<file path="config.mk">
export PLATFORM = sky130hd
export DESIGN_NAME = lc3b_pipe_stage
export DESIGN_NICKNAME = d
export VERILOG_FILES = /design/src/rtl/lc3b_pipe_stage_pkg.sv /design/src/rtl/lc3b_pipe_stage_register.sv /design/src/rtl/lc3b_pipe_stage.sv
export SDC_FILE = /design/constraint.sdc
export NUM_CORES = 1
export LEC_CHECK = 0
export BUFFER_PORTS_ARGS = -buffer_cell sky130_fd_sc_hd__buf_2
export CAP_MARGIN = 20
export CORE_MARGIN = 2
export CORE_UTILIZATION = 49
export CTS_CLUSTER_DIAMETER = 200
export CTS_CLUSTER_SIZE = 24
export DETAILED_ROUTE_END_ITERATION = 7
export PLACE_DENSITY = 0.85
export SKIP_LAST_GASP = 1
export SLEW_MARGIN = 20
export SYNTH_ARGS = -nofsm -noshare
export SYNTH_HDL_FRONTEND = slang
export SYNTH_HIERARCHICAL = 1
export SYNTH_SLANG_ARGS = --single-unit
export TNS_END_PERCENT = 20
</file>
<file path="constraint.sdc">
create_clock -name clk -period 2.08 [get_ports clk]
set_clock_uncertainty 0.05 [all_clocks]
set_input_delay 0.312 -clock clk [delete_from_list [all_inputs] [get_ports clk]]
set_output_delay 0.312 -clock clk [all_outputs]
set_load 0.01 [all_outputs]
</file>
<file path="src/rtl/lc3b_pipe_stage_pkg.sv">
// rtl/lc3b_pipe_stage_pkg.sv - shared LC-3b pipeline payload layout, defaults and stage state encoding
package lc3b_pipe_stage_pkg;

    // One beat between stages: control word, register specifiers, data words.
    typedef struct packed {
        logic [22:0] ctrl;
        logic [2:0]  dr;
        logic [2:0]  sr1;
        logic [2:0]  sr2;
        logic [15:0] pc;
        logic [15:0] ir;
        logic [15:0] sr1_val;
        logic [15:0] sr2_val;
        logic [15:0] alu_out;
        logic [15:0] mem_addr;
        logic [15:0] mdr;
    } lc3b_pipe_payload;

    localparam int LC3B_PIPE_WIDTH        = $bits(lc3b_pipe_payload);
    localparam int LC3B_PIPE_SKID_DEFAULT = 1;

    // Bit 0 is the main (out) valid, bit 1 the skid valid, so both are
    // read straight off the state flops.
    typedef enum logic [1:0] {
        PIPE_EMPTY = 2'b00,
        PIPE_ONE   = 2'b01,
        PIPE_FULL  = 2'b11
    } pipe_state_t;

endpackage

</file>
<file path="src/rtl/lc3b_pipe_stage_register.sv">
// rtl/lc3b_pipe_stage_register.sv - load-enabled data register with synchronous clear
// Ports: clk, reset (sync, active-high, clears q), load (capture d), d, q.
module lc3b_pipe_stage_register #(
    parameter int width = 16
) (
    input  logic             clk,
    input  logic             reset,
    input  logic             load,
    input  logic [width-1:0] d,
    output logic [width-1:0] q
);

    always_ff @(posedge clk) begin
        if (reset) begin
            q <= '0;
        end else if (load) begin
            q <= d;
        end
    end

endmodule

</file>
<file path="src/rtl/lc3b_pipe_stage.sv">
// rtl/lc3b_pipe_stage.sv - valid/ready inter-stage pipeline register with optional skid entry and flush
// Ports: clk, reset (sync, active-high); upstream in_valid/in_ready/in_data;
//        flush squashes held beats; downstream out_valid/out_ready/out_data;
//        stall_cnt/bubble_cnt/flush_cnt saturating counters exist only when
//        LC3B_PIPE_PERF_EN is defined.
module lc3b_pipe_stage
    import lc3b_pipe_stage_pkg::*;
#(
    parameter int WIDTH     = LC3B_PIPE_WIDTH,
    parameter int SKID      = LC3B_PIPE_SKID_DEFAULT,
    parameter int CNT_WIDTH = 16
) (
    input  logic                 clk,
    input  logic                 reset,
    input  logic                 in_valid,
    output logic                 in_ready,
    input  logic [WIDTH-1:0]     in_data,
    input  logic                 flush,
    output logic                 out_valid,
    input  logic                 out_ready,
    output logic [WIDTH-1:0]     out_data
`ifdef LC3B_PIPE_PERF_EN
    ,
    output logic [CNT_WIDTH-1:0] stall_cnt,
    output logic [CNT_WIDTH-1:0] bubble_cnt,
    output logic [CNT_WIDTH-1:0] flush_cnt
`endif
);

    if (WIDTH < 1 || CNT_WIDTH < 1) begin : g_bad_param
        $error("lc3b_pipe_stage: WIDTH and CNT_WIDTH must be >= 1");
    end

    pipe_state_t      state_q, state_d;
    logic             skid_valid;
    logic             accept, consume;
    logic             main_load, skid_load, main_from_skid;
    logic [WIDTH-1:0] main_d, skid_data;

    assign out_valid  = state_q[0];
    assign skid_valid = state_q[1];
    assign accept     = in_valid & in_ready;
    assign consume    = out_valid & out_ready;

    // SKID=0 chains ready combinationally; SKID=1 breaks that path so in_ready
    // is a flop bit and the skid entry absorbs the beat already in flight.
    if (SKID != 0) begin : g_skid_ready
        assign in_ready = ~skid_valid;
    end else begin : g_single_ready
        assign in_ready = ~out_valid | out_ready;
    end

    always_ff @(posedge clk) begin
        if (reset) begin
            state_q <= PIPE_EMPTY;
        end else begin
            state_q <= state_d;
        end
    end

    always_comb begin
        state_d        = state_q;
        main_load      = 1'b0;
        skid_load      = 1'b0;
        main_from_skid = 1'b0;
        case (state_q)
            PIPE_EMPTY: begin
                if (accept) begin
                    state_d   = PIPE_ONE;
                    main_load = 1'b1;
                end
            end
            PIPE_ONE: begin
                // Without a skid entry an accept while holding a beat implies consume.
                if (accept) begin
                    if (consume || SKID == 0) begin
                        main_load = 1'b1;
                    end else begin
                        state_d   = PIPE_FULL;
                        skid_load = 1'b1;
                    end
                end else if (consume) begin
                    state_d = PIPE_EMPTY;
                end
            end
            PIPE_FULL: begin
                // in_ready is low here, so the skid beat always goes out next.
                if (consume) begin
                    state_d        = PIPE_ONE;
                    main_load      = 1'b1;
                    main_from_skid = 1'b1;
                end
            end
            default: state_d = PIPE_EMPTY;
        endcase
        // Data registers may still load during flush; the cleared valids make it moot.
        if (flush) begin
            state_d = PIPE_EMPTY;
        end
    end

    assign main_d = main_from_skid ? skid_data : in_data;

    lc3b_pipe_stage_register #(.width(WIDTH)) u_main_reg (
        .clk   (clk),
        .reset (reset),
        .load  (main_load),
        .d     (main_d),
        .q     (out_data)
    );

    lc3b_pipe_stage_register #(.width(WIDTH)) u_skid_reg (
        .clk   (clk),
        .reset (reset),
        .load  (skid_load),
        .d     (in_data),
        .q     (skid_data)
    );

`ifdef LC3B_PIPE_PERF_EN
    localparam logic [CNT_WIDTH-1:0] CNT_MAX = '1;

    // A flush kills a beat unless that beat is leaving downstream this cycle;
    // a beat accepted in the flush cycle is killed as well.
    logic kill;
    assign kill = flush & ((out_valid & ~out_ready) | skid_valid | accept);

    always_ff @(posedge clk) begin
        if (reset) begin
            stall_cnt  <= '0;
            bubble_cnt <= '0;
            flush_cnt  <= '0;
        end else begin
            if (out_valid && !out_ready && stall_cnt != CNT_MAX) begin
                stall_cnt <= stall_cnt + 1'b1;
            end
            if (!out_valid && bubble_cnt != CNT_MAX) begin
                bubble_cnt <= bubble_cnt + 1'b1;
            end
            if (kill && flush_cnt != CNT_MAX) begin
                flush_cnt <= flush_cnt + 1'b1;
            end
        end
    end
`endif

endmodule

</file>
==> out/metrics.yaml <==
reg2reg_to: "u_main_reg/q[75]"
critical_path.startpoint: "state_q[1]"
worst_hold_path_type: "in2reg"
maxSlewHeadroom_pct: 66.0
dr_total_vias: 9142
ys_warn_count: 6
r2r_slack_ps: 3
cts_tree: "yes"
io_buffers: 294
nNetsFinal: 1601
cp_max_fo: 12
endpoint_kind: "flip-flop"
path_clk_slew_ps: 100
die_x_um: 163
viasPerCell: 5.14
r2r_cells: 9
grt_start_max_net_pins: 76
drt_pre_antenna_iters: 5
cts_buffer_depth: 3
overflow: 0
clk_latency_ps: 490
utilization_pct: 62.5
yosysSeqAreaShare_pct: 47.2
fp.dieH_um: 163
num_io_pins: 295
worst_pin_slew_ps: 510
drc: 0
rsz0062_at_grt: "yes"
peakVddDrop_uv: 820
syn_nets: 1271
drive_gt1_share_pct: 37.4
hpwl_um: 19500
wl_um: 29800
cts_sinks: 290
htreeDepth: 1
grt_pass1_vias: 9025
drv_cap: 0
syn2layout_area_growth_pct: 26.4
grt_pass1_wl_um: 44200
avgSynthCellArea_sq_um: 11.0
numCtsBuffers: 16
worstPathRequired_ps: 2430
layout_common_cells: "293 x buf_2, 289 x nor2_1, 288 x dfxtp_1"
syn_area_sq_mm: 0.0123
ys_types: 19
ys_seq_elements: 290
min_period_ps: 2080
mostFrequentLayoutCell: "buf_2"
drt_iter0_drc: 468
die-area_sq_mm: 0.0264
detail_route.wl_per_cell_um: 16.7
coreArea_sq_mm: 0.0249
grt_usage_pct: 20.1
max_freq_ghz: 0.482
start_util_pct: 49.5
start_kind: "flip-flop"
outcome: "complete, no violations"
route.antenna.remaining_nets: 0
timing_hold_violations_final: 0
drv_slew: 0
p_per_area_mw_per_mm2: 718
rows: 58
place.gp.congestion: 0.784
critPathKind: "reg2reg"
fin_crit_sh_pct: 99.8
cp_data_arrival_time_ps: 2420
timing.rr.start: "state_q[1]"
p_leak_nw: 7.03
setup_viol: 0
power.total_mw: 11.2
crit_end: "u_main_reg/q[75]"
netlist_instances: 1117
root_buffer: "clkbuf_16"
antenna_found_initial: 3
registers in the layout, indices dropped and copies added, names as in the netlist:
signal / count
u_main_reg/q: 144
u_skid_reg/q: 144
state_q: 2
power breakdown:
part	switching [mW]	internal, mW	leakage [nW]	total, mW
logic	0.883	0.974	4.44	1.86
clock network	1.82	1.50	0.222	3.32
registers	0.155	5.83	2.37	5.99
total	2.86	8.30	7.03	11.2
critical path: stages, from the launching register on:
cell       delay [ps]
dfxtp_4           390
inv_4              70
ha_4              120
and3b_2           200
nand3_2            90
a31oi_4           340
buf_4             220
clkbuf_16         200
mux2i_1           220
nor2_1             70
cell usage after synthesis (all sizes together):
library cell  number  share of area [%]
a21oi              3               0.12
a31oi              1              0.051
and3b              1              0.071
buf               62                3.9
clkbuf            18               0.55
dfxtp            290                 47
ha                 5               0.51
inv                2              0.061
mux2             144                 15
mux2i            290                 24
nand2              6               0.18
nand3              2              0.081
nand3b             2               0.12
nor2             289                8.8
nor2b              1              0.051
o211ai             1              0.061
through the flow:
| step | setup TNS (ps) | instances | setup slack [ps] | hold slack, ps | area [sq um] |
|---|---|---|---|---|---|
| 6_report | 0 | 1779 | 3.33 | 13.1 | 15600 |
| 5_1_grt | -3860 | 1778 | -73.9 | 8.81 | 15600 |
| 4_1_cts | -102 | 1756 | -36.5 | 0.0944 | 15100 |
| 3_5_place_dp | -21.0 | 1705 | -14.8 | 426 | 14300 |
| 3_3_place_gp | 0 | 1705 | 75.3 | 416 | 14300 |
| 2_1_floorplan | 0 | 1117 | 28.8 | 406 | 12300 |
routing by layer:
metal	vias to the layer above	GRT usage (%)	wire (um)
li1	4436	-	-
met1	4351	24.9	12900
met2	292	34.8	13900
met3	61	4.89	2070
met4	2	5.87	880
met5	-	0	14
kinds of logic (layout without fill, tap and decap cells):
logic type	after synthesis	in the layout	synth area share (%)
fa+ha+maj	5	5	0.508
flops	290	290	47.2
other cells	0	1	0
mux	434	434	38.2
compound gates	5	5	0.234
simple gates	301	301	9.32
buf+inv	82	413	4.53
timing repair:
item                                   CTS  global route
cloned                                   0            11
endpoints found under the hold margin   32             0
hold buffers                            32             0
setup buffers                            0            11
gates resized for setup                  0            36
pin swaps                                0             5
setup endpoints to repair                6           139
how the worst min path moves through the flow:
| stage | endpoint | start | depth (start not counted) | slack, ps |
|---|---|---|---|---|
| 6_report | u_skid_reg/q[88] | in_data[88] | 3 | 10 |
| 5_1_grt | u_skid_reg/q[2] | in_data[2] | 3 | 9 |
| 4_1_cts | u_skid_reg/q[72] | in_data[72] | 3 | 0.09 |
| 3_5_place_dp | u_main_reg/q[72] | u_main_reg/q[72] | 2 | 430 |
| 3_3_place_gp | u_main_reg/q[138] | u_main_reg/q[138] | 2 | 420 |
| 2_1_floorplan | u_skid_reg/q[0] | u_skid_reg/q[0] | 2 | 410 |
cell type report:
type	count	area, sq um
fillers	1908	9340
multi-input cells	745	6050
flip-flops and latches	290	5810
repair buffers	392	2800
clock buffers	18	429
well taps	330	413
clock inverters	1	30.0
inverters	2	10.0
diodes	1	2.50
(Power assumes the default switching activity.)
